<file path="src/rtl/pwm_pkg.sv">
// pwm_pkg: shared constants, controller state type and the saturating
// duty-step helper. The PWM generator and the ramp controller both use it.
//   DUTY_W    : width of duty values
//   DUTY_MAX  : 100 % duty step, and also the PWM period length in clocks
//   DUTY_INIT : duty applied after reset
package pwm_pkg;

    localparam int unsigned DUTY_W    = 4;
    localparam int unsigned DUTY_MAX  = 10;
    localparam int unsigned DUTY_INIT = 5;

    typedef enum logic {
        IDLE,
        RAMP
    } ctrl_state_e;

    typedef enum logic [1:0] {
        STEP_TOWARD,
        STEP_INC,
        STEP_DEC
    } step_kind_e;

    // One saturating duty step. Bounds are checked before the add/sub,
    // so the result never wraps around.
    function automatic int unsigned duty_step(
        input step_kind_e  kind,
        input int unsigned cur,
        input int unsigned tgt,
        input int unsigned max_v
    );
        int unsigned nxt;
        nxt = cur;
        case (kind)
            STEP_INC: if (cur < max_v) nxt = cur + 1;
            STEP_DEC: if (cur > 0) nxt = cur - 1;
            default: begin
                if (cur < tgt)      nxt = cur + 1;
                else if (cur > tgt) nxt = cur - 1;
            end
        endcase
        return nxt;
    endfunction

endpackage

</file>
<file path="src/rtl/pwm_step_prescaler.sv">
// pwm_step_prescaler: counts PWM period-wrap pulses and flags every
// STEP_DIV-th one as a ramp step.
//   clk, rst  : clock, asynchronous active-high reset
//   clr       : synchronous clear of the wrap count (has priority)
//   wrap      : qualified period-wrap pulse to be counted
//   step_tick : high on the wrap that completes STEP_DIV wraps
module pwm_step_prescaler #(
    parameter int unsigned STEP_DIV = 4,
    parameter int unsigned DIV_W    = 8
) (
    input  logic clk,
    input  logic rst,
    input  logic clr,
    input  logic wrap,
    output logic step_tick
);

    localparam logic [DIV_W-1:0] LAST = DIV_W'(STEP_DIV - 1);

    logic [DIV_W-1:0] prescale_q;
    logic [DIV_W-1:0] prescale_d;

    assign step_tick = wrap && (prescale_q == LAST);

    always_comb begin
        prescale_d = prescale_q;
        if (clr) begin
            prescale_d = '0;
        end else if (wrap) begin
            prescale_d = step_tick ? '0 : prescale_q + 1'b1;
        end
    end

    always_ff @(posedge clk or posedge rst) begin
        if (rst) prescale_q <= '0;
        else     prescale_q <= prescale_d;
    end

endmodule

</file>
<file path="src/rtl/pwm_ramp_ctrl.sv">
// pwm_ramp_ctrl: duty-cycle sequencer for the PWM comparator.
// Accepts a target duty by valid/ready and ramps a shadow duty one step
// every STEP_DIV PWM periods; in IDLE, inc/dec pulses nudge the shadow duty.
// The applied duty (duty_out) only picks up the shadow value on period_wrap,
// so the comparator never sees a mid-period change.
//   clk, rst    : clock, asynchronous active-high reset
//   period_wrap : pulse on the last count of the PWM period
//   inc_pulse   : manual increase request (IDLE only)
//   dec_pulse   : manual decrease request (IDLE only)
//   cmd_valid   : target command valid
//   cmd_duty    : target duty, clamped to DUTY_MAX
//   cmd_ready   : high in IDLE
//   abort       : stop an active ramp, keep the current shadow duty
//   duty_out    : duty applied to the PWM comparator
//   busy        : ramp in progress
//   done        : one-cycle pulse on ramp completion
module pwm_ramp_ctrl #(
    parameter int unsigned DUTY_W    = pwm_pkg::DUTY_W,
    parameter int unsigned DUTY_MAX  = pwm_pkg::DUTY_MAX,
    parameter int unsigned DUTY_INIT = pwm_pkg::DUTY_INIT,
    parameter int unsigned STEP_DIV  = 4,
    parameter int unsigned DIV_W     = 8
) (
    input  logic              clk,
    input  logic              rst,
    input  logic              period_wrap,
    input  logic              inc_pulse,
    input  logic              dec_pulse,
    input  logic              cmd_valid,
    input  logic [DUTY_W-1:0] cmd_duty,
    output logic              cmd_ready,
    input  logic              abort,
    output logic [DUTY_W-1:0] duty_out,
    output logic              busy,
    output logic              done
);

    import pwm_pkg::*;

    localparam logic [DUTY_W-1:0] MAX_V  = DUTY_W'(DUTY_MAX);
    localparam logic [DUTY_W-1:0] INIT_V = DUTY_W'(DUTY_INIT);

    ctrl_state_e       state_q, state_d;
    logic [DUTY_W-1:0] duty_pend_q, duty_pend_d;
    logic [DUTY_W-1:0] duty_out_q, duty_out_d;
    logic [DUTY_W-1:0] target_q, target_d;
    logic              done_q, done_d;

    logic [DUTY_W-1:0] cmd_clamped;
    logic              presc_clr;
    logic              presc_en;
    logic              step_tick;

    pwm_step_prescaler #(
        .STEP_DIV (STEP_DIV),
        .DIV_W    (DIV_W)
    ) u_prescaler (
        .clk       (clk),
        .rst       (rst),
        .clr       (presc_clr),
        .wrap      (presc_en),
        .step_tick (step_tick)
    );

    always_comb begin
        state_d     = state_q;
        duty_pend_d = duty_pend_q;
        target_d    = target_q;
        done_d      = 1'b0;
        presc_clr   = 1'b0;
        presc_en    = 1'b0;
        cmd_clamped = (cmd_duty > MAX_V) ? MAX_V : cmd_duty;

        unique case (state_q)
            IDLE: begin
                if (cmd_valid) begin
                    target_d  = cmd_clamped;
                    presc_clr = 1'b1;
                    if (cmd_clamped == duty_pend_q) done_d  = 1'b1;
                    else                            state_d = RAMP;
                end else if (inc_pulse && !dec_pulse) begin
                    duty_pend_d = DUTY_W'(duty_step(STEP_INC, 32'(duty_pend_q),
                                                    32'(target_q), DUTY_MAX));
                end else if (dec_pulse && !inc_pulse) begin
                    duty_pend_d = DUTY_W'(duty_step(STEP_DEC, 32'(duty_pend_q),
                                                    32'(target_q), DUTY_MAX));
                end
            end
            RAMP: begin
                // abort outranks the terminal check: no done on an aborted ramp
                if (abort) begin
                    state_d   = IDLE;
                    target_d  = duty_pend_q;
                    presc_clr = 1'b1;
                end else if (duty_pend_q == target_q) begin
                    state_d = IDLE;
                    done_d  = 1'b1;
                end else begin
                    presc_en = period_wrap;
                    if (step_tick) begin
                        duty_pend_d = DUTY_W'(duty_step(STEP_TOWARD, 32'(duty_pend_q),
                                                        32'(target_q), DUTY_MAX));
                    end
                end
            end
            default: state_d = IDLE;
        endcase
    end

    // Applied duty samples the pre-edge shadow value, so a step landing on a
    // wrap edge shows up one period later.
    always_comb begin
        duty_out_d = period_wrap ? duty_pend_q : duty_out_q;
    end

    always_ff @(posedge clk or posedge rst) begin
        if (rst) begin
            state_q     <= IDLE;
            duty_pend_q <= INIT_V;
            duty_out_q  <= INIT_V;
            target_q    <= INIT_V;
            done_q      <= 1'b0;
        end else begin
            state_q     <= state_d;
            duty_pend_q <= duty_pend_d;
            duty_out_q  <= duty_out_d;
            target_q    <= target_d;
            done_q      <= done_d;
        end
    end

    assign cmd_ready = (state_q == IDLE);
    assign busy      = (state_q == RAMP);
    assign done      = done_q;
    assign duty_out  = duty_out_q;

endmodule

</file>
<file path="config.mk">
export PLATFORM = sky130hd
export DESIGN_NAME = pwm_ramp_ctrl
export DESIGN_NICKNAME = d
export VERILOG_FILES = /design/src/rtl/pwm_pkg.sv /design/src/rtl/pwm_step_prescaler.sv /design/src/rtl/pwm_ramp_ctrl.sv
export SDC_FILE = /design/constraint.sdc
export NUM_CORES = 1
export LEC_CHECK = 0
export ABC_AREA = 1
export BUFFER_PORTS_ARGS = -buffer_cell sky130_fd_sc_hd__buf_2
export CORE_MARGIN = 4
export CORE_UTILIZATION = 52
export CTS_BUF_LIST = sky130_fd_sc_hd__clkbuf_16
export CTS_CLUSTER_SIZE = 14
export DETAILED_ROUTE_END_ITERATION = 8
export PLACE_DENSITY = 0.71
export SLEW_MARGIN = 20
export SYNTH_ARGS = -nofsm -noshare
export SYNTH_HDL_FRONTEND = slang
export SYNTH_SLANG_ARGS = --single-unit
</file>
<file path="constraint.sdc">
create_clock -name clk -period 1.8 [get_ports clk]
set_clock_uncertainty 0.2 [all_clocks]
set_input_delay 0.27 -clock clk [delete_from_list [all_inputs] [get_ports clk]]
set_output_delay 0.27 -clock clk [all_outputs]
set_load 0.1 [all_outputs]
</file>
==> run summary, run 1 <==
Row count - 20
Hold violation count in the final report - 0
Synthesized-area fraction occupied by and/or/nand/nor cells - 0.353
Worst-path clk slew - 60 ps
Main flop type after synthesis - dfrtp_1
Wire length per cell after detailed routing - 12.9 um
Detailed Routing Iterations Pass 1 - 4
Share of Yosys cell area claimed by the top area cell type - 0.246
CTS tree - yes
Clk pwr share - 0.155
Number of antenna violations at the first check in global routing - 0
Cell area after synthesis - 1630 um2
Number of clock sinks - 22
Cts bufs inserted - 3
CP Buf/Inv Count - 1
Top cells by area, synth - dfrtp_1 25%, nand2_1 16%, dfstp_2 9.7%, nand3_1 7.4%, inv_1 7.4%
Number of inserted diodes - 0
Xor/xnor cell area share of the yosys netlist - 0.0323
P_sw - 1.99 mW
Most used standard cell by instance count after synthesis - nand2_1
Clock H-tree levels - 1
Max-slew headroom - 0.676
Horiz. Die Dim - 63.9 um
Status - complete, but fails checks
Clock Root Buffer - clkbuf_16
Via count of the first global-routing pass - 1564
Largest family of logic cells by synthesized area - simple AND/OR/NAND/NOR gates
Post-synthesis instance total - 231
Startpoint class of the critical path - flip-flop
Flops & latches, synth - 22
Register-to-Register Path Depth - 10
Maximum net fanout on the critical path - 4
Share of async-settable or async-resettable flops after synthesis - 1.00
Share of synthesized area occupied by flip-flops and latches - 0.343
Final setup slack of the worst path - -68.2 ps
Data arrival time of the critical path - 1850 ps
Setup repair after global routing missed its margin - yes
Die Y-Extent - 63.9 um
Vias after detailed routing - 1556
Power density over cell area - 1920 nW/um2
Yosys top cell by area - dfrtp_1
Internal power summed over all cells - 2.07 mW
Min Clock Period, post-route - 1870 ps
Synth Warn # - 0
Vias per cell - 5.08
Placeable core area - 3030 um2
Slew at the pin closest to its max-slew limit - 489 ps
Source-to-sink clock delay at the later pin of the worst-skew pair - 260 ps
Tightest hold margin - 155 ps
Required time of the worst setup path - 1790 ps
Type of the worst min-delay path - in2reg
Detailed-routed wire length on met3 - 175 um
DRC viols - 0
Category of the critical setup timing path - reg2reg
Met2 routed wirelength - 2.00 mm
Global route total overflow - 0
Highest-delay cell along the critical path - dfstp_2
Count of nets left with antenna violations after detail routing - 0
Post-Synthesis Mean Instance Area - 7.04 um2
Worst path cell trace - inv_4 -> ha_4 -> nand2_4 -> nor2_4 -> nor2_8 -> nand2_8 -> nor2_4 -> nor2_2 -> nand3_1 -> o21ai_1
Routed WL - 3.96 mm
Placer congestion estimate - 0.865
Reported leakage power - 1.08 nW
Most used standard cells in the synthesized netlist - 68 x nand2_1, 32 x inv_1, 24 x nand3_1
Arithmetic-cell share of the synthesized area counting full adders, half adders and majority gates - 0.0615
Failing checks - setup timing
First-iteration detailed-routing DRC count - 147
All-layer global routing usage - 0.216
Initial Util - 0.537
First-pass GRT wire length - 7.03 mm
Highest routed metal layer - met4
Final period util - 1.04
Net count reported at finish - 282
Delay contributed by the slowest stage of the critical path - 550 ps
Number of enable-type register cells in the synthesized netlist - 0
Count of distinct cell types in the synthesized netlist - 26
Net Sw Frac - 0.491
Largest voltage drop on the vdd net - 0.00134 V
Synth Area in Compound Gates - 0.0977
Share of total power in combinational logic - 0.635
HPWL Detailed - 2.90 mm
Crit. path cell count - 10
Fraction of final layout cells with drive strength greater than 1 - 0.260
Proportion of power drawn by flip-flops and latches - 0.210
Ports placed on the boundary - 18
Area added between synthesis and finish - 29.6%
IO Port Bufs - 17
Critical path capture point type - flip-flop
Setup-violating endpoint count in the final report - 6
Routed length on met1 - 1.71 mm
Floorplan die area - 4090 um2
Reported max-cap violation count - 0
Multiplexer share of the synthesized area - 0
Critical path's top delay family - simple AND/OR/NAND/NOR gates
FMAX - 535 MHz
Max Buffers Root-to-Sink - 2
Synth Net Count - 250
Hold depth - 4
Pre-CTS setup slack - -96.0 ps
Pin count of the biggest net entering global routing - 23
Slew Viols, Final - 0
Most used cell, CP - nor2_4
==> worst reg2reg max path: stages, from the launching register on <==
cell	delay (ps)
dfstp_2	550
inv_4	50
ha_4	260
nand2_4	50
nor2_4	180
nor2_8	60
nand2_8	90
nor2_4	60
nor2_2	130
nand3_1	90
o21ai_1	80
==> what timing repair did <==
item,in CTS,in global routing
hold endpoints to repair,16,0
buffers inserted,2,0
gates resized for setup,10,6
hold buffers,1,0
pin swaps,8,15
endpoints found under the setup margin,12,12
cloned,0,1
==> cell type report <==
cell class	instances	area, um2
multi-input cells	168	1000
fillers	256	920
flip-flops and latches	22	559
repair buffers	33	250
inverters	35	139
clock buffers	3	75.1
well taps	44	55.1
clock inverters	1	30.0
==> flip-flops by register name, indices dropped and copies added (netlist names) <==
| register | count |
|---|---|
| duty_pend_q | 4 |
| target_q | 4 |
| done | 1 |
| duty_out | 4 |
| u_prescaler.prescale_q | 8 |
| busy | 1 |
==> per-stage QoR <==
step,TNS [ps],utilization,area [um2],cells,total power [mW]
5_1_grt,-859,0.696,2110,306,4.36
2_1_floorplan,-228,-,1650,231,2.55
6_report,-315,0.696,2110,306,4.06
3_3_place_gp,-200,0.621,1880,298,3.14
4_1_cts,-411,0.681,2060,305,3.99
3_5_place_dp,-453,0.621,1880,298,3.16
==> routing by layer <==
metal / track usage / vias to the layer above
li1: - / 800
met1: 0.269 / 717
met2: 0.364 / 31
met3: 0.0510 / 8
met4: 0.0755 / 0
met5: 0 / -
==> logic make-up (layout without fill, tap and decap cells) <==
family / after synthesis / after routing
AND/OR/NAND/NOR: 125 / 126
XOR/XNOR: 6 / 6
AO/OA/AOI/OAI: 28 / 28
adder cells (fa/ha/maj): 8 / 8
buffers and inverters: 42 / 72
flip-flops: 22 / 22
==> power by group through the flow <==
stage / Combinational [mW] / Sequential (mW) / Clock, mW
after floorplan: 1.43 / 1.12 / 0
after global placement: 2.29 / 0.845 / 0
final: 2.58 / 0.854 / 0.628
after global routing: 2.82 / 0.873 / 0.662
after CTS: 2.51 / 0.846 / 0.642
after detailed placement: 2.31 / 0.846 / 0
==> path summary, 6_finish.rpt <==
check	start	endpoint	slack [ps]
worst max register to register	duty_pend_q[0]	u_prescaler.prescale_q[0]	-70
worst min register to register	duty_out[2]	duty_out[2]	290
worst min-delay path	abort	done	160
worst max-delay path	duty_pend_q[0]	u_prescaler.prescale_q[0]	-70
max in group asynchronous	rst	duty_pend_q[2]	720
min in group asynchronous	rst	target_q[3]	390
==> layout by cell type (no fill, tap or decap) <==
| master | n |
|---|---|
| buf_2 | 15 |
| bufinv_16 | 1 |
| nand4_1 | 7 |
| a21boi_0 | 1 |
| nor2_2 | 1 |
| a21oi_1 | 9 |
| dfrtp_1 | 15 |
| xor2_1 | 6 |
| buf_12 | 3 |
| dlygate4sd3_1 | 1 |
| nand3_1 | 21 |
| clkbuf_16 | 3 |
| nand2_4 | 4 |
| nand2_1 | 66 |
| o211ai_1 | 2 |
| a21oi_4 | 1 |
| inv_2 | 4 |
| nor3_1 | 1 |
| dfrtp_2 | 1 |
| o21ai_4 | 2 |
| ha_1 | 6 |
| inv_4 | 1 |
| nor2_1 | 17 |
| inv_6 | 1 |
| nor2_8 | 1 |
| nor2_4 | 3 |
| nand3_2 | 3 |
| inv_1 | 29 |
| o21ai_1 | 6 |
| ha_4 | 2 |
| buf_4 | 14 |
| dfstp_2 | 6 |
| nand2_8 | 2 |
| o21ai_0 | 7 |
(Power assumes the default switching activity.)
==> run 2: changes to the inputs <==
==> constraint.sdc (replaced) <==
create_clock -name clk -period 1.8 [get_ports clk]
set_clock_uncertainty 0.2 [all_clocks]
set_input_delay 0.27 -clock clk [delete_from_list [all_inputs] [get_ports clk]]
set_output_delay 0.27 -clock clk [all_outputs]
set_load 0.005 [all_outputs]
==> run 2 against run 1 <==
Compared with the run above: the run still ends with setup timing left; die area did not move; via count down 0.32%; critical endpoint is now duty_pend_q[0]; critical path type unchanged; clock power shrank 25%; largest power group unchanged; highest routed layer unchanged.
==> run summary, run 2 (synthesis gave the netlist of run 1 again) <==
Reported max-cap violation count - 0 (unchanged)
Max FFs per register - 8 (unchanged)
Placeable core area - 3030 um2 (unchanged)
Vias per cell - 5.05 (-0.65%)
Global route total overflow - 0 (unchanged)
Max-slew headroom - 0.804 (+0.128)
Floorplan die area - 4090 um2 (unchanged)
Total power draw - 3.33 mW (-18%)
Ports placed on the boundary - 18 (unchanged)
DP Area - 1860 um2 (-1.1%)
Reported leakage power - 1.06 nW (-1.8%)
Worst R2R Start - duty_pend_q[0]
FMAX - 532 MHz (-0.70%)
Tightest hold margin - 129 ps (-25.7 ps)
Startpoint of the lowest-slack hold path - period_wrap
Register-to-Register Path Depth - 10 (unchanged)
Final sum of negative setup slack - -573 ps (-258 ps)
Placer congestion estimate - 0.869 (+0.46%)
Top library cells by usage in the layout, fill and taps aside - 65 x nand2_1, 30 x inv_1, 23 x nand3_1, 17 x nor2_1, 17 x buf_2
Endpoint of the worst register-to-register path - duty_pend_q[0]
Status - complete, but fails checks
DRC viols - 0 (unchanged)
Routed WL - 3.76 mm (-5.0%)
Hold depth - 2 (-2)
Net Sw Frac - 0.448 (-0.0426)
Max Buffers Root-to-Sink - 2 (unchanged)
First-pass GRT wire length - 6.73 mm (-4.3%)
Number of inserted diodes - 0 (unchanged)
Number of antenna violations at the first check in global routing - 0 (unchanged)
Clock Root Buffer - clkbuf_16
Count of nets left with antenna violations after detail routing - 0 (unchanged)
Setup slack of the most critical reg-to-reg path - -80 ps (about the same)
Final setup slack of the worst path - -81.4 ps (-13.2 ps)
Initial Util - 0.537 (unchanged)
Net count reported at finish - 283 (+0.35%)
Hold violation count in the final report - 0 (unchanged)
P_sw - 1.49 mW (-25%)
Number of filler instances in the final layout - 261 (+2.0%)
Required time of the worst setup path - 1790 ps (about the same)
Hold Crit Endpoint - duty_out[2]
Clock H-tree levels - 1 (unchanged)
Share of total power in combinational logic - 0.614 (-0.021)
Final period util - 1.05 (+0.00731)
Slew at the pin closest to its max-slew limit - 294 ps (-195 ps)
Data arrival time of the critical path - 1870 ps (+20 ps)
Proportion of power drawn by flip-flops and latches - 0.245 (+0.035)
Slew Viols, Final - 0 (unchanged)
Layout Cell Area excl Fill - 2020 um2 (-4.3%)
Area added between synthesis and finish - 24.0%
CTS tree - yes
Source-to-sink clock delay at the later pin of the worst-skew pair - 250 ps (about the same)
Setup-violating endpoint count in the final report - 12 (+6)
Number of clock sinks - 22 (unchanged)
Setup repair after global routing missed its margin - yes
Min Clock Period, post-route - 1880 ps (+13.2 ps)
First-iteration detailed-routing DRC count - 84 (-43%)
Power density over cell area - 1650 nW/um2 (-14%)
Detailed Routing Iterations Pass 1 - 4 (unchanged)
Startpoint class of the critical path - flip-flop
Clk pwr share - 0.141 (-0.014)
Pin count of the biggest net entering global routing - 23 (unchanged)
Largest voltage drop on the vdd net - 0.000829 V (-38%)
HPWL Detailed - 2.80 mm (-3.7%)
Cts bufs inserted - 3 (unchanged)
Failing checks - setup timing
Horiz. Die Dim - 63.9 um (unchanged)
Row count - 20 (unchanged)
Internal power summed over all cells - 1.84 mW (-11%)
Category of the critical setup timing path - reg2reg
Worst-path clk slew - 60 ps (about the same)
Register name with the most flops - u_prescaler.prescale_q
Vias after detailed routing - 1551 (-0.32%)
Critical path capture point type - flip-flop
IO Port Bufs - 17 (unchanged)
Via count of the first global-routing pass - 1464 (-6.4%)
Type of the worst min-delay path - in2reg
Fraction of final layout cells with drive strength greater than 1 - 0.251 (-0.00859)
Die Y-Extent - 63.9 um (unchanged)
All-layer global routing usage - 0.207 (-0.00901)
Most common cell after layout, fill and taps aside - nand2_1
Wire length per cell after detailed routing - 12.2 um (-5.3%)
Maximum net fanout on the critical path - 4 (unchanged)
==> run 2: changes by cell type in the layout (fill, tap and decap cells not counted), moves of 2 or more <==
cell,previous run,this run
nand3_2,3,1
nand2_8,2,0
buf_4,14,16
nand2_2,0,2
buf_12,3,1
nand3_1,21,23
buf_2,15,17
==> run 2: power groups by stage <==
stage / Combinational [mW] / Sequential [mW] / Clock, mW
2_1_floorplan: 1.33 / 0.798 / 0
3_3_place_gp: 1.84 / 0.809 / 0
6_report: 2.04 / 0.816 / 0.468
4_1_cts: 1.96 / 0.814 / 0.478
5_1_grt: 2.30 / 0.843 / 0.498
3_5_place_dp: 1.84 / 0.814 / 0
==> run 2: worst max path at each step <==
stage / from / end / slack [ps]
floorplan: duty_pend_q[0] / u_prescaler.prescale_q[2] / -60
global placement: duty_pend_q[0] / duty_pend_q[0] / -60
detailed placement: target_q[2] / duty_pend_q[0] / -70
CTS: duty_pend_q[0] / duty_pend_q[0] / -70
global route: duty_pend_q[0] / duty_pend_q[0] / -160
finish: duty_pend_q[0] / duty_pend_q[0] / -80
==> run 2: routing by layer <==
layer / up-vias / share of wire / global-route usage / wire length, um
met3: 7 / 0.040 / 0.0281 / 150
li1: 800 / - / - / -
met1: 712 / 0.48 / 0.280 / 1800
met5: - / 0 / 0 / 0
met2: 32 / 0.46 / 0.338 / 1740
met4: 0 / 0.017 / 0.0701 / 64
==> run 2: what timing repair did <==
action / in CTS / in global routing
setup endpoints to repair: 12 / 12
endpoints found under the hold margin: 16 / 0
gates resized for setup: 6 / 4
setup buffers: 2 / 0
pin swaps: 13 / 9
hold buffers: 1 / 0
==> run 2: critical path, cell delays in order, from the launching register on <==
cell,delay (ps)
dfstp_2,550
inv_4,50
ha_4,260
nand2_4,50
nor2_4,200
nor2_8,60
nand2_4,90
nor2_4,50
o21ai_4,180
nand2_1,70
nand2_1,70
==> run 2: layout make-up <==
| type | instances | area, um2 | share of cell area |
|---|---|---|---|
| clock buffer | 3 | 75.1 | 0.0372 |
| tap | 44 | 55.1 | 0.0273 |
| clock inverter | 1 | 3.75 | 0.00186 |
| sequential | 22 | 558 | 0.277 |
| multi-input combinational | 167 | 956 | 0.474 |
| inverter | 35 | 134 | 0.0664 |
| timing repair buffer | 35 | 235 | 0.117 |
==> run 2: stage by stage <==
step           cells  setup slack (ps)  utilization
2_1_floorplan    231             -57.6            -
3_3_place_gp     300             -56.6        0.614
3_5_place_dp     300             -73.4        0.614
4_1_cts          307             -71.5        0.659
5_1_grt          307              -162        0.666
6_report         307             -81.4        0.666
==> run 3: changes to the inputs <==
--- a/config.mk
+++ b/config.mk
@@ -8,11 +8,11 @@
 export ABC_AREA = 1
 export BUFFER_PORTS_ARGS = -buffer_cell sky130_fd_sc_hd__buf_2
 export CORE_MARGIN = 4
-export CORE_UTILIZATION = 52
-export CTS_BUF_LIST = sky130_fd_sc_hd__clkbuf_16
+export CORE_UTILIZATION = 55
+export CTS_BUF_LIST = sky130_fd_sc_hd__clkbuf_2 sky130_fd_sc_hd__clkbuf_4 sky130_fd_sc_hd__clkbuf_8
 export CTS_CLUSTER_SIZE = 14
 export DETAILED_ROUTE_END_ITERATION = 8
-export PLACE_DENSITY = 0.71
+export PLACE_DENSITY = 0.75
 export SLEW_MARGIN = 20
 export SYNTH_ARGS = -nofsm -noshare
 export SYNTH_HDL_FRONTEND = slang
==> run 3 against run 2 <==
Compared with the run above: the flow still finishes with violations (setup timing); count of clock-buffer cells in the layout is 1 higher; first-iteration DRC count shrank 6.0%; register-to-register slack hardly changed; global-route usage fell by 0.41 points; critical path depth stayed put.
==> run summary, run 3 (synthesis gave the netlist of run 1 again) <==
First-pass GRT wire length - 6.58 mm (-2.3%)
Hold violation count in the final report - 0 (unchanged)
Clock Root Buffer - clkbuf_4
Count of nets left with antenna violations after detail routing - 0 (unchanged)
Global route total overflow - 0 (unchanged)
Number of antenna violations at the first check in global routing - 0 (unchanged)
Required time of the worst setup path - 1890 ps (+100 ps)
FMAX - 528 MHz (-0.57%)
Critical path capture point type - flip-flop
Row count - 19 (-5.0%)
Reported leakage power - 1.05 nW (-1.4%)
Routed WL - 3.87 mm (+3.0%)
Horiz. Die Dim - 62.4 um (-2.4%)
Cts bufs inserted - 3 (unchanged)
Share of the core filled with cells - 0.722 (+0.0563)
Vias after detailed routing - 1546 (-0.32%)
All-layer global routing usage - 0.203 (-0.00413)
Min Clock Period, post-route - 1890 ps (+10.8 ps)
Setup-violating endpoint count in the final report - 7 (-5)
Failing checks - setup timing
Type of the worst min-delay path - in2reg
Die Y-Extent - 62.4 um (-2.4%)
Register name with the most flops - u_prescaler.prescale_q
DP Area - 1840 um2 (-0.74%)
First-iteration detailed-routing DRC count - 79 (-6.0%)
Net count reported at finish - 285 (+0.71%)
Slew Viols, Final - 0 (unchanged)
Total power draw - 3.23 mW (-2.9%)
DRC viols - 0 (unchanged)
Reported max-cap violation count - 0 (unchanged)
Vias per cell - 5.22 (+3.4%)
Initial Util - 0.585 (+0.0476)
HPWL Detailed - 2.85 mm (+1.8%)
Category of the critical setup timing path - reg2reg
Max-slew headroom - 0.775 (-0.0289)
Most common cell after layout, fill and taps aside - nand2_1
Number of clock sinks - 22 (unchanged)
Top library cells by usage in the layout, fill and taps aside - 66 x nand2_1, 30 x inv_1, 21 x nand3_1, 18 x buf_4
Data arrival time of the critical path - 1980 ps (+110 ps)
Final setup slack of the worst path - -92.2 ps (-10.8 ps)
Fraction of final layout cells with drive strength greater than 1 - 0.264 (+0.0132)
Max FFs per register - 8 (unchanged)
Detailed Routing Iterations Pass 1 - 4 (unchanged)
Largest voltage drop on the vdd net - 0.00139 V (+68%)
Number of inserted diodes - 0 (unchanged)
Startpoint class of the critical path - flip-flop
Wire length per cell after detailed routing - 13.1 um (+6.8%)
Power density over cell area - 1610 nW/um2 (-2.5%)
Max Buffers Root-to-Sink - 2 (unchanged)
Pin count of the biggest net entering global routing - 23 (unchanged)
Area added between synthesis and finish - 23.5%
Layout Cell Area excl Fill - 2010 um2 (-0.37%)
Slew at the pin closest to its max-slew limit - 336 ps (+42.1 ps)
Clock H-tree levels - 1 (unchanged)
IO Port Bufs - 17 (unchanged)
Ports placed on the boundary - 18 (unchanged)
Worst-path clk slew - 140 ps (+80 ps)
Via count of the first global-routing pass - 1440 (-1.6%)
Maximum net fanout on the critical path - 4 (unchanged)
Placeable core area - 2780 um2 (-8.1%)
Status - complete, but fails checks
Pre-CTS setup slack - -83.4 ps (-9.93 ps)
Final period util - 1.05 (+0.00598)
Number of filler instances in the final layout - 228 (-13%)
CTS tree - yes
Setup repair after global routing missed its margin - yes
Source-to-sink clock delay at the later pin of the worst-skew pair - 330 ps (+80 ps)
Placer congestion estimate - 0.931 (+7.1%)
Floorplan die area - 3890 um2 (-4.8%)
Final sum of negative setup slack - -370 ps (+204 ps)
run 3: cell types whose count changed in the layout (fill, tap and decap cells not counted), moves of 2 or more:
cell / delta
clkbuf_4: +3
buf_4: +2
nand3_1: -2
nand2_8: +2
nand3_2: +2
clkbuf_16: -3
run 3: area by class of cell:
class / count / area, um2 / area share
multi-input combinational: 168 / 1010 / 0.504
sequential: 22 / 558 / 0.278
timing repair buffer: 36 / 230 / 0.115
inverter: 35 / 134 / 0.0666
tap: 31 / 38.8 / 0.0193
clock buffer: 4 / 36.3 / 0.0181
run 3: where the power goes:
part	internal (mW)	total, mW	leakage (nW)	switching [mW]
combinational	0.883	2.12	0.753	1.24
clock	0.124	0.290	0.0210	0.166
sequential	0.688	0.816	0.272	0.128
total	1.69	3.23	1.05	1.54
run 3: worst max-delay path, cell delays in order, from the launching register on:
cell and delay, ps:
dfstp_2 580, inv_4 40, ha_4 260, nand2_4 50
nor2_4 180, nor2_8 60, nand2_8 90, nor2_4 50
o21ai_4 170, nand2_1 80, nand2_1 70
run 3: layer usage:
| layer | vias to the layer above | GRT usage | routed length, um |
|---|---|---|---|
| met5 | - | 0 | 0 |
| met4 | 0 | 0.0637 | 86 |
| met3 | 10 | 0.0324 | 211 |
| met2 | 44 | 0.319 | 1710 |
| met1 | 683 | 0.286 | 1860 |
| li1 | 809 | - | - |
run 3: final timing paths:
path	from	to	slack, ps	cells past startpoint
setup reg to reg	duty_pend_q[0]	duty_pend_q[0]	-90	10
setup / recovery	duty_pend_q[0]	duty_pend_q[0]	-90	10
max in group asynchronous	rst	target_q[2]	810	4
hold reg to reg	duty_out[0]	duty_out[0]	300	2
hold / removal	period_wrap	duty_out[0]	60	2
min in group asynchronous	rst	u_prescaler.prescale_q[1]	300	4
run 3: through the flow:
step	hold slack [ps]	std cells
final	59.4	296
after global routing	72.0	296
after CTS	20.2	295
after detailed placement	120	289
after global placement	121	289
after floorplan	54.8	231
run 3: what timing repair did:
item,in CTS,in global routing
buffers inserted,1,0
setup endpoints to repair,12,12
hold endpoints to repair,16,0
cloned,0,1
pin swaps,6,10
resized for setup,6,10
hold buffers,1,0
